`config.mk`:
```
export PLATFORM = sky130hd
export DESIGN_NAME = pc_sp_unit
export DESIGN_NICKNAME = d
export VERILOG_FILES = /design/src/rtl/pc_sp_unit_pkg.sv /design/src/rtl/pc_sp_unit_sp_guard.sv /design/src/rtl/pc_sp_unit.sv
export SDC_FILE = /design/constraint.sdc
export NUM_CORES = 1
export LEC_CHECK = 0
export ABC_AREA = 1
export BUFFER_PORTS_ARGS = -buffer_cell sky130_fd_sc_hd__buf_2
export CAP_MARGIN = 30
export CORE_MARGIN = 2
export CORE_UTILIZATION = 45
export DETAILED_ROUTE_END_ITERATION = 6
export PLACE_DENSITY_LB_ADDON = 0.08
export SYNTH_ARGS = -nofsm -noshare
export SYNTH_HDL_FRONTEND = slang
export SYNTH_SLANG_ARGS = --single-unit
```
`constraint.sdc`:
```
create_clock -name clk -period 1.5 [get_ports clk]
set_input_delay 0.3 -clock clk [delete_from_list [all_inputs] [get_ports clk]]
set_output_delay 0.3 -clock clk [all_outputs]
set_load 0.02 [all_outputs]
```
`src/rtl/pc_sp_unit_pkg.sv`:
```
// Constants and PC source encodings shared by the PC/SP block and the control FSM.
package pc_sp_unit_pkg;

  localparam int          DATA_W   = 16;
  localparam logic [15:0] RESET_PC = 16'h0000;
  localparam logic [15:0] SP_TOP   = 16'hFFFE;
  localparam logic [15:0] SP_LIMIT = 16'hF000;
  localparam logic [15:0] EXC_VEC  = 16'h0010;

  typedef enum logic [1:0] {
    PCSRC_ALU    = 2'b00,
    PCSRC_ALUOUT = 2'b01,
    PCSRC_JUMP   = 2'b10,
    PCSRC_EXC    = 2'b11
  } pcsrc_e;

endpackage

```
`src/rtl/pc_sp_unit_sp_guard.sv`:
```
// Stack pointer with limit/top guards and sticky over/underflow flags.
// Latency: one edge from SPWrite to new sp/flags; no backpressure.
module sp_guard #(
  parameter int                 DATA_W   = pc_sp_unit_pkg::DATA_W,
  parameter logic [DATA_W-1:0]  SP_TOP   = pc_sp_unit_pkg::SP_TOP,
  parameter logic [DATA_W-1:0]  SP_LIMIT = pc_sp_unit_pkg::SP_LIMIT
) (
  input  logic              clk,
  input  logic              rst,
  input  logic              sp_write,
  input  logic              sp_push,
  output logic [DATA_W-1:0] sp,
  output logic              stack_ovf,
  output logic              stack_unf
);

  logic at_limit;
  logic at_top;

  assign at_limit = (sp == SP_LIMIT);
  assign at_top   = (sp == SP_TOP);

  // A guarded push/pop leaves sp untouched and only records the fault.
  always_ff @(posedge clk) begin
    if (rst) begin
      sp        <= SP_TOP;
      stack_ovf <= 1'b0;
      stack_unf <= 1'b0;
    end else if (sp_write) begin
      if (sp_push) begin
        if (at_limit) stack_ovf <= 1'b1;
        else          sp        <= sp - DATA_W'(2);
      end else begin
        if (at_top)   stack_unf <= 1'b1;
        else          sp        <= sp + DATA_W'(2);
      end
    end
  end

endmodule

```
`src/rtl/pc_sp_unit.sv`:
```
// PC, SP, ALUOut and fetched-PC registers for the multicycle datapath.
// Latency: one edge from enable to new value; no backpressure, sequencing owned by control FSM.
module pc_sp_unit #(
  parameter int                 DATA_W   = pc_sp_unit_pkg::DATA_W,
  parameter logic [DATA_W-1:0]  RESET_PC = pc_sp_unit_pkg::RESET_PC,
  parameter logic [DATA_W-1:0]  SP_TOP   = pc_sp_unit_pkg::SP_TOP,
  parameter logic [DATA_W-1:0]  SP_LIMIT = pc_sp_unit_pkg::SP_LIMIT,
  parameter logic [DATA_W-1:0]  EXC_VEC  = pc_sp_unit_pkg::EXC_VEC
) (
  input  logic              clk,
  input  logic              rst,
  input  logic              PCWrite,
  input  logic              PCWriteCond,
  input  logic [1:0]        PCSrc,
  input  logic              PCMUX,
  input  logic              SPWrite,
  input  logic              sp_push,
  input  logic              IRWrite,
  input  logic              zero,
  input  logic [DATA_W-1:0] alu_result,
  input  logic [DATA_W-1:0] mem_rdata,
  input  logic [11:0]       ir_imm12,
  output logic [DATA_W-1:0] pc,
  output logic [DATA_W-1:0] sp,
  output logic [DATA_W-1:0] alu_out,
  output logic [DATA_W-1:0] fetch_pc,
  output logic              stack_ovf,
  output logic              stack_unf,
  output logic              pc_misalign
);

  import pc_sp_unit_pkg::*;

  logic              pc_en;
  logic [DATA_W-1:0] target;

  assign pc_en = PCWrite | (PCWriteCond & zero);

  // Return address from memory overrides the PCSrc selection.
  always_comb begin
    target = alu_result;
    if (PCMUX) begin
      target = mem_rdata;
    end else begin
      case (pcsrc_e'(PCSrc))
        PCSRC_ALU:    target = alu_result;
        PCSRC_ALUOUT: target = alu_out;
        PCSRC_JUMP:   target = {fetch_pc[DATA_W-1:DATA_W-3], ir_imm12, 1'b0};
        PCSRC_EXC:    target = EXC_VEC;
        default:      target = alu_result;
      endcase
    end
  end

  always_ff @(posedge clk) begin
    if (rst) begin
      pc          <= RESET_PC;
      alu_out     <= '0;
      fetch_pc    <= RESET_PC;
      pc_misalign <= 1'b0;
    end else begin
      alu_out     <= alu_result;
      pc_misalign <= pc_en & target[0];
      if (IRWrite) fetch_pc <= pc;
      if (pc_en)   pc       <= {target[DATA_W-1:1], 1'b0};
    end
  end

  sp_guard #(
    .DATA_W   (DATA_W),
    .SP_TOP   (SP_TOP),
    .SP_LIMIT (SP_LIMIT)
  ) u_sp_guard (
    .clk       (clk),
    .rst       (rst),
    .sp_write  (SPWrite),
    .sp_push   (sp_push),
    .sp        (sp),
    .stack_ovf (stack_ovf),
    .stack_unf (stack_unf)
  );

endmodule

```
* After elaboration in Yosys (flattened, before gate mapping)
Cells that the tools add are included.
** Operators by class
- Add/subtract/negate cells :: 2
- Equal/unequal tests :: 7
- Multiplexer cells :: 5
- Bitwise gates (word level) :: 4
- Reduce and logical (&&, ||, !) cells :: 4
** Operator list (count)
- 2-to-1 mux 16 bit :: 4
- case mux 16 bit (4 select lines) :: 1
- == test 16 bit, second input constant :: 2
- adder 16 x 2 -> 16 bit, second input constant :: 1
- subtractor 16 x 2 -> 16 bit, second input constant :: 1
- AND reduction 3 bit :: 3
- == test 2 bit, second input constant :: 2
- != test 2 bit, second input constant :: 2
- AND 1 bit :: 2
- == test 2 x 1 -> 1 bit, second input constant :: 1
- zero test 2 bit :: 1
- NOT 1 bit :: 1
- bitwise OR 1 bit :: 1
** Word-level totals
- Flip-flop bits (word level) :: 65
- Bits of input ports :: 55
- Output and inout port bits :: 67
- Logic and storage cells :: 29

* Depth between registers and ports, before layout
- Depth in word-level cells :: 4
- Gate-level depth with buffers :: 11

* Cells and area by module
Synthesis repeated with hierarchy kept, for this count alone.
** Second synthesis, totals
- Cell total of the unflattened synthesis :: 588
- Area total of the unflattened synthesis :: 3781.1 um2
** Modules (own cells, without submodules)
- pc_sp_unit :: times used 1, cells each 314, area each 2147.1 um2, seq. area each 940.9 um2
- sp_guard :: times used 1, cells each 274, area each 1634.1 um2, seq. area each 340.3 um2

* Worst setup path after synthesis
Ideal clock, no wire load.
- Path kind :: reg-to-reg
- From :: reg u_sp_guard.sp[1]
- To :: reg u_sp_guard.sp[13]
- Library setup time :: 0.112 ns
- Data arrival time :: 1.409 ns
- Required time :: 1.388 ns
- Setup slack :: -0.021 ns
- Cell stages (with the launch flop) :: 9
- Path buffers :: 0
- Period minus slack after synthesis :: 1.521 ns
- Path through :: dfxtp_1 -> fa_1 -> nand2_1 -> a21oi_1 -> nand3_1 -> nand3_1 -> nand2_1 -> nand3_1 -> nand2_1
** On the way
- Longest elaborated chain between the ends :: 3
** RTL lines
- from (decl) :: RTL line pc_sp_unit_sp_guard.sv:12 : output logic [DATA_W-1:0] sp,
- from (signal assigned) :: RTL line pc_sp_unit_sp_guard.sv:32 : else sp <= sp - DATA_W'(2);
- from (signal assigned) :: RTL line pc_sp_unit_sp_guard.sv:35 : else sp <= sp + DATA_W'(2);
- adder 16 x 2 -> 16 bit (tied with other cells) :: RTL line pc_sp_unit_sp_guard.sv:35
- 2-to-1 mux 16 bit (tied with other cells) :: RTL line pc_sp_unit_sp_guard.sv:34 : if (at_top) stack_unf <= 1'b1;
- 2-to-1 mux 16 bit or AND reduction 3 bit (tied branches)
Parallel ways exist; a longest one is shown, timed or not. The select of a mux whose other input is x is not followed.
A chain may end at the register's enable or synchronous reset.

* Worst setup path after layout
- From :: reg u_sp_guard.sp[4]
- To :: reg u_sp_guard.sp[13]
The elaborated chain is that of the path after synthesis.

==> summary.md <==
| Metric | Value |
|---|---|
| Status | `finished, final reports clean` |
| DRC | `0` |
| PwrDens | `roughly 1100 nW/µm²` |
| Synth cell types | `32` |
| Max VDD drop | `a little over 700 µV` |
| CP max stage delay | `0.38 ns` |
| TritonCTS sink count | `64` |
| Power Internal | `0.00360 W` |
| Worst-path fanout max | `5` |
| CP max-delay cell | `dfxtp_4` |
| Vias in the first global route | `approximately 3.5k` |
| DRT Pass-1 Iters | `4` |
| H-Tree Depth | `3` |
| Tmin final | `roughly 1.5 ns` |
| Fin. Hold Viols | `0` |
| Final Non-Filler Cells | `about 790` |
| Initial Util | `0.459` |
| Core area | `approximately 7600 µm²` |
| WL/cell | `12.9 µm` |
| CP Launch Type | `flop` |
| Die Width | `92.3 µm` |
| Slew @ Worst Pin | `0.681 ns` |
| IO buf count | `about 120` |
| CTS tree | `built` |
| Sequential area share after synthesis | `0.365` |
| Worst hold path class | `input port to flop` |
| Via count | `between 3k and 4k` |
| Clk buf depth | `2` |
| Final Hold Slack | `approximately 0.16 ns` |
| Slew Limit Headroom | `0.544` |
| Diodes inserted | `0` |
| Final Core Density | `0.656` |
| Nets | `about 760` |
| CP Class | `flop to flop` |
| Yosys reg bits | `64` |
| Switching Power | `0.00188 W` |
| Cts bufs inserted | `9` |
| Worst EP arrival | `1.76 ns` |
| Max_cap viols | `0` |
| Final Cycle Share | `0.989` |
| Boundary pin count | `around 120` |
| LEAKAGE | `2.64 nW` |
| Overflow after GRT | `0` |
| Die Ht | `just over 90 µm` |
| Site Rows | `32` |
| Seq pwr share | `0.363` |
| Mapped Area | `approximately 3500 µm²` |
| Vias per cell | `4.83` |
| RSZ-0062 raised after global routing | `true` |
| Synth warn | `0` |
| Fin Setup TNS | `0 ns` |
| Net Sw Frac | `0.343` |
| Clock power share | `0.310` |
| Syn Inst Count | `around 530` |
| CP dominant cell by count | `nand2_1` |
| Syn Area/Cell | `approximately 6.6 µm²` |
| CP Capture Type | `flop` |
| Largest net degree at the start of global routing | `25` |
| Worst Path Required | `roughly 1.8 ns` |
| DRT Wirelength | `10200 µm` |
| Final Wtd Congestion | `0.860` |
| First-pass GRT wire length | `about 16000 µm` |
| Tot GR Track Use | `0.236` |
| Root buf cell | `clkbuf_8` |
| Layout cell share with drive strength beyond 1 | `0.362` |
| Detailed placement HPWL | `approximately 7400 µm` |
| Crit-path cells | `buf_6 -> nand2_1 -> nor2_2 -> nand2_2 -> o21bai_4 -> buf_4 -> nand3_1 -> nand2_1 -> inv_1 -> nand2_1` |
| Max Slew Vio Count | `0` |
| Final setup viols | `0` |
| Combinational power share | `0.327` |
| Clock transition at the registers of the reported paths | `about 0.080 ns` |
| Peak Freq | `slightly below 700 MHz` |
| Antenna violation net count after detailed routing | `0` |
| Placed insts | `between 700 and 800` |
| Final Skew | `approximately 0.012 ns` |
| Fill count | `690` |
| Initial antenna violation count | `0` |
| Iteration-0 DRC count of the detailed router | `about 130` |
| Area Overhead vs Synth | `42.9%` |
| DIE AREA | `8530 µm²` |
| Clk Latency, worst-skew pair | `approximately 0.35 ns` |
## power by group through the flow
| stage | sequential (W) | clock [W] | combinational (W) |
|---|---|---|---|
| after global routing | 0.00201 | 0.00182 | 0.00199 |
| after detailed placement | 0.00200 | 0 | 0.00153 |
| final | 0.00199 | 0.00170 | 0.00179 |
| after CTS | 0.00197 | 0.00175 | 0.00157 |
| after floorplan | 0.00215 | 0 | 0.000816 |
| after global placement | 0.00199 | 0 | 0.00152 |
## metal layers
metal | wire length, µm | GRT usage
met4 | 164 | 0.0734
met3 | 652 | 0.0887
met1 | 4400 | 0.294
met5 | 0 | 0
met2 | 5020 | 0.378
## cells in the mapped netlist
library cell / count / area (µm²)
nand2_1: 147 / 552
inv_1: 79 / 297
dfxtp_1: 64 / 1280
nor2_1: 61 / 229
nand3_1: 48 / 240
o21ai_0: 37 / 185
a21oi_1: 17 / 85.1
ha_1: 13 / 163
a211oi_1: 11 / 82.6
o22ai_1: 8 / 50.1
buf_2: 7 / 35.0
clkbuf_1: 6 / 22.5
buf_4: 5 / 37.5
nand4_1: 5 / 31.3
xor2_1: 4 / 35.0
and2_1: 2 / 12.5
buf_6: 2 / 22.5
nand3_2: 2 / 20.0
nand3b_1: 2 / 15.0
a21oi_2: 1 / 8.76
buf_1: 1 / 3.75
conb_1: 1 / 3.75
fa_1: 1 / 20.0
nand2_2: 1 / 6.26
nand2_4: 1 / 11.3
nor3_1: 1 / 5.00
o211ai_1: 1 / 7.51
o21a_1: 1 / 7.51
o21bai_4: 1 / 18.8
o221ai_1: 1 / 8.76
or2_2: 1 / 6.26
xnor2_1: 1 / 8.76
## layout make-up
type | count | area, µm² | share of cell area
multi-input cells | 371 | 2100 | 0.418
flip-flops and latches | 64 | 1320 | 0.263
repair buffers | 161 | 943 | 0.188
inverters | 79 | 297 | 0.0591
clock buffers | 10 | 138 | 0.0274
well taps | 102 | 128 | 0.0254
clock inverters | 6 | 92.6 | 0.0185
## critical path, delay by kind of cell (launching register included)
family                 cells  cell delay, ns
buffers and inverters      3            0.34
AO/OA/AOI/OAI              1            0.27
flip-flops                 1            0.38
AND/OR/NAND/NOR            6            0.43
## flip-flops by register name, indices dropped and copies added, names as in the netlist
name / flops
u_sp_guard.stack_unf: 1
fetch_pc: 15
pc: 15
u_sp_guard.stack_ovf: 1
pc_misalign: 1
u_sp_guard.sp: 15
alu_out: 16
## logic make-up after synthesis
kind of cell | count (synthesis) | synth area share
and+or+nand+nor | 271 | 0.321
buffers and inverters | 100 | 0.119
AOI/OAI and AO/OA | 78 | 0.129
DFF | 64 | 0.365
adders and majority gates | 14 | 0.0520
xor gates and xnor gates | 5 | 0.0125
other | 1 | 0.00107
## layout by cell type (no fill, tap or decap), types with 5 or more instances in the layout
| cell type | synthesis | routed |
|---|---|---|
| ha_4 | 0 | 12 |
| nand2_2 | 1 | 16 |
| buf_2 | 7 | 117 |
| nand3_1 | 48 | 45 |
| nand3_2 | 2 | 5 |
| o21ai_0 | 37 | 37 |
| inv_1 | 79 | 77 |
| o22ai_1 | 8 | 8 |
| a21oi_2 | 1 | 6 |
| nor2_2 | 0 | 12 |
| clkbuf_8 | 0 | 10 |
| a211oi_1 | 11 | 11 |
| a21oi_1 | 17 | 12 |
| buf_4 | 5 | 39 |
| nor2_1 | 61 | 49 |
| dfxtp_2 | 0 | 5 |
| dfxtp_4 | 0 | 9 |
| nand2_1 | 147 | 130 |
| dfxtp_1 | 64 | 50 |
| nand4_1 | 5 | 5 |
## stage by stage
stage,worst slack [ns],power [W],area (µm²)
finish,0.0162,0.00548,5020
global route,-0.101,0.00582,5020
CTS,0.00425,0.00528,4700
detailed placement,-0.291,0.00353,4420
global placement,-0.253,0.00351,4420
floorplan,0.000673,0.00296,3520
## path summary, 6_finish.rpt
| path | from | to | slack (ns) | cells past startpoint |
|---|---|---|---|---|
| worst min-delay path | alu_result[13] | alu_out[13] | 0.16 | 3 |
| worst max register to register | u_sp_guard.sp[4] | u_sp_guard.sp[13] | 0.02 | 10 |
| worst min register to register | pc[12] | fetch_pc[12] | 0.47 | 2 |
| worst max-delay path | u_sp_guard.sp[4] | u_sp_guard.sp[13] | 0.02 | 10 |
## timing repair
item,in CTS,in global routing
pin swaps,0,14
setup buffers,0,4
cloned,0,1
gates resized for setup,11,71
setup endpoints to repair,9,15
hold buffers,0,0
Power figures use the tool's default switching activity.
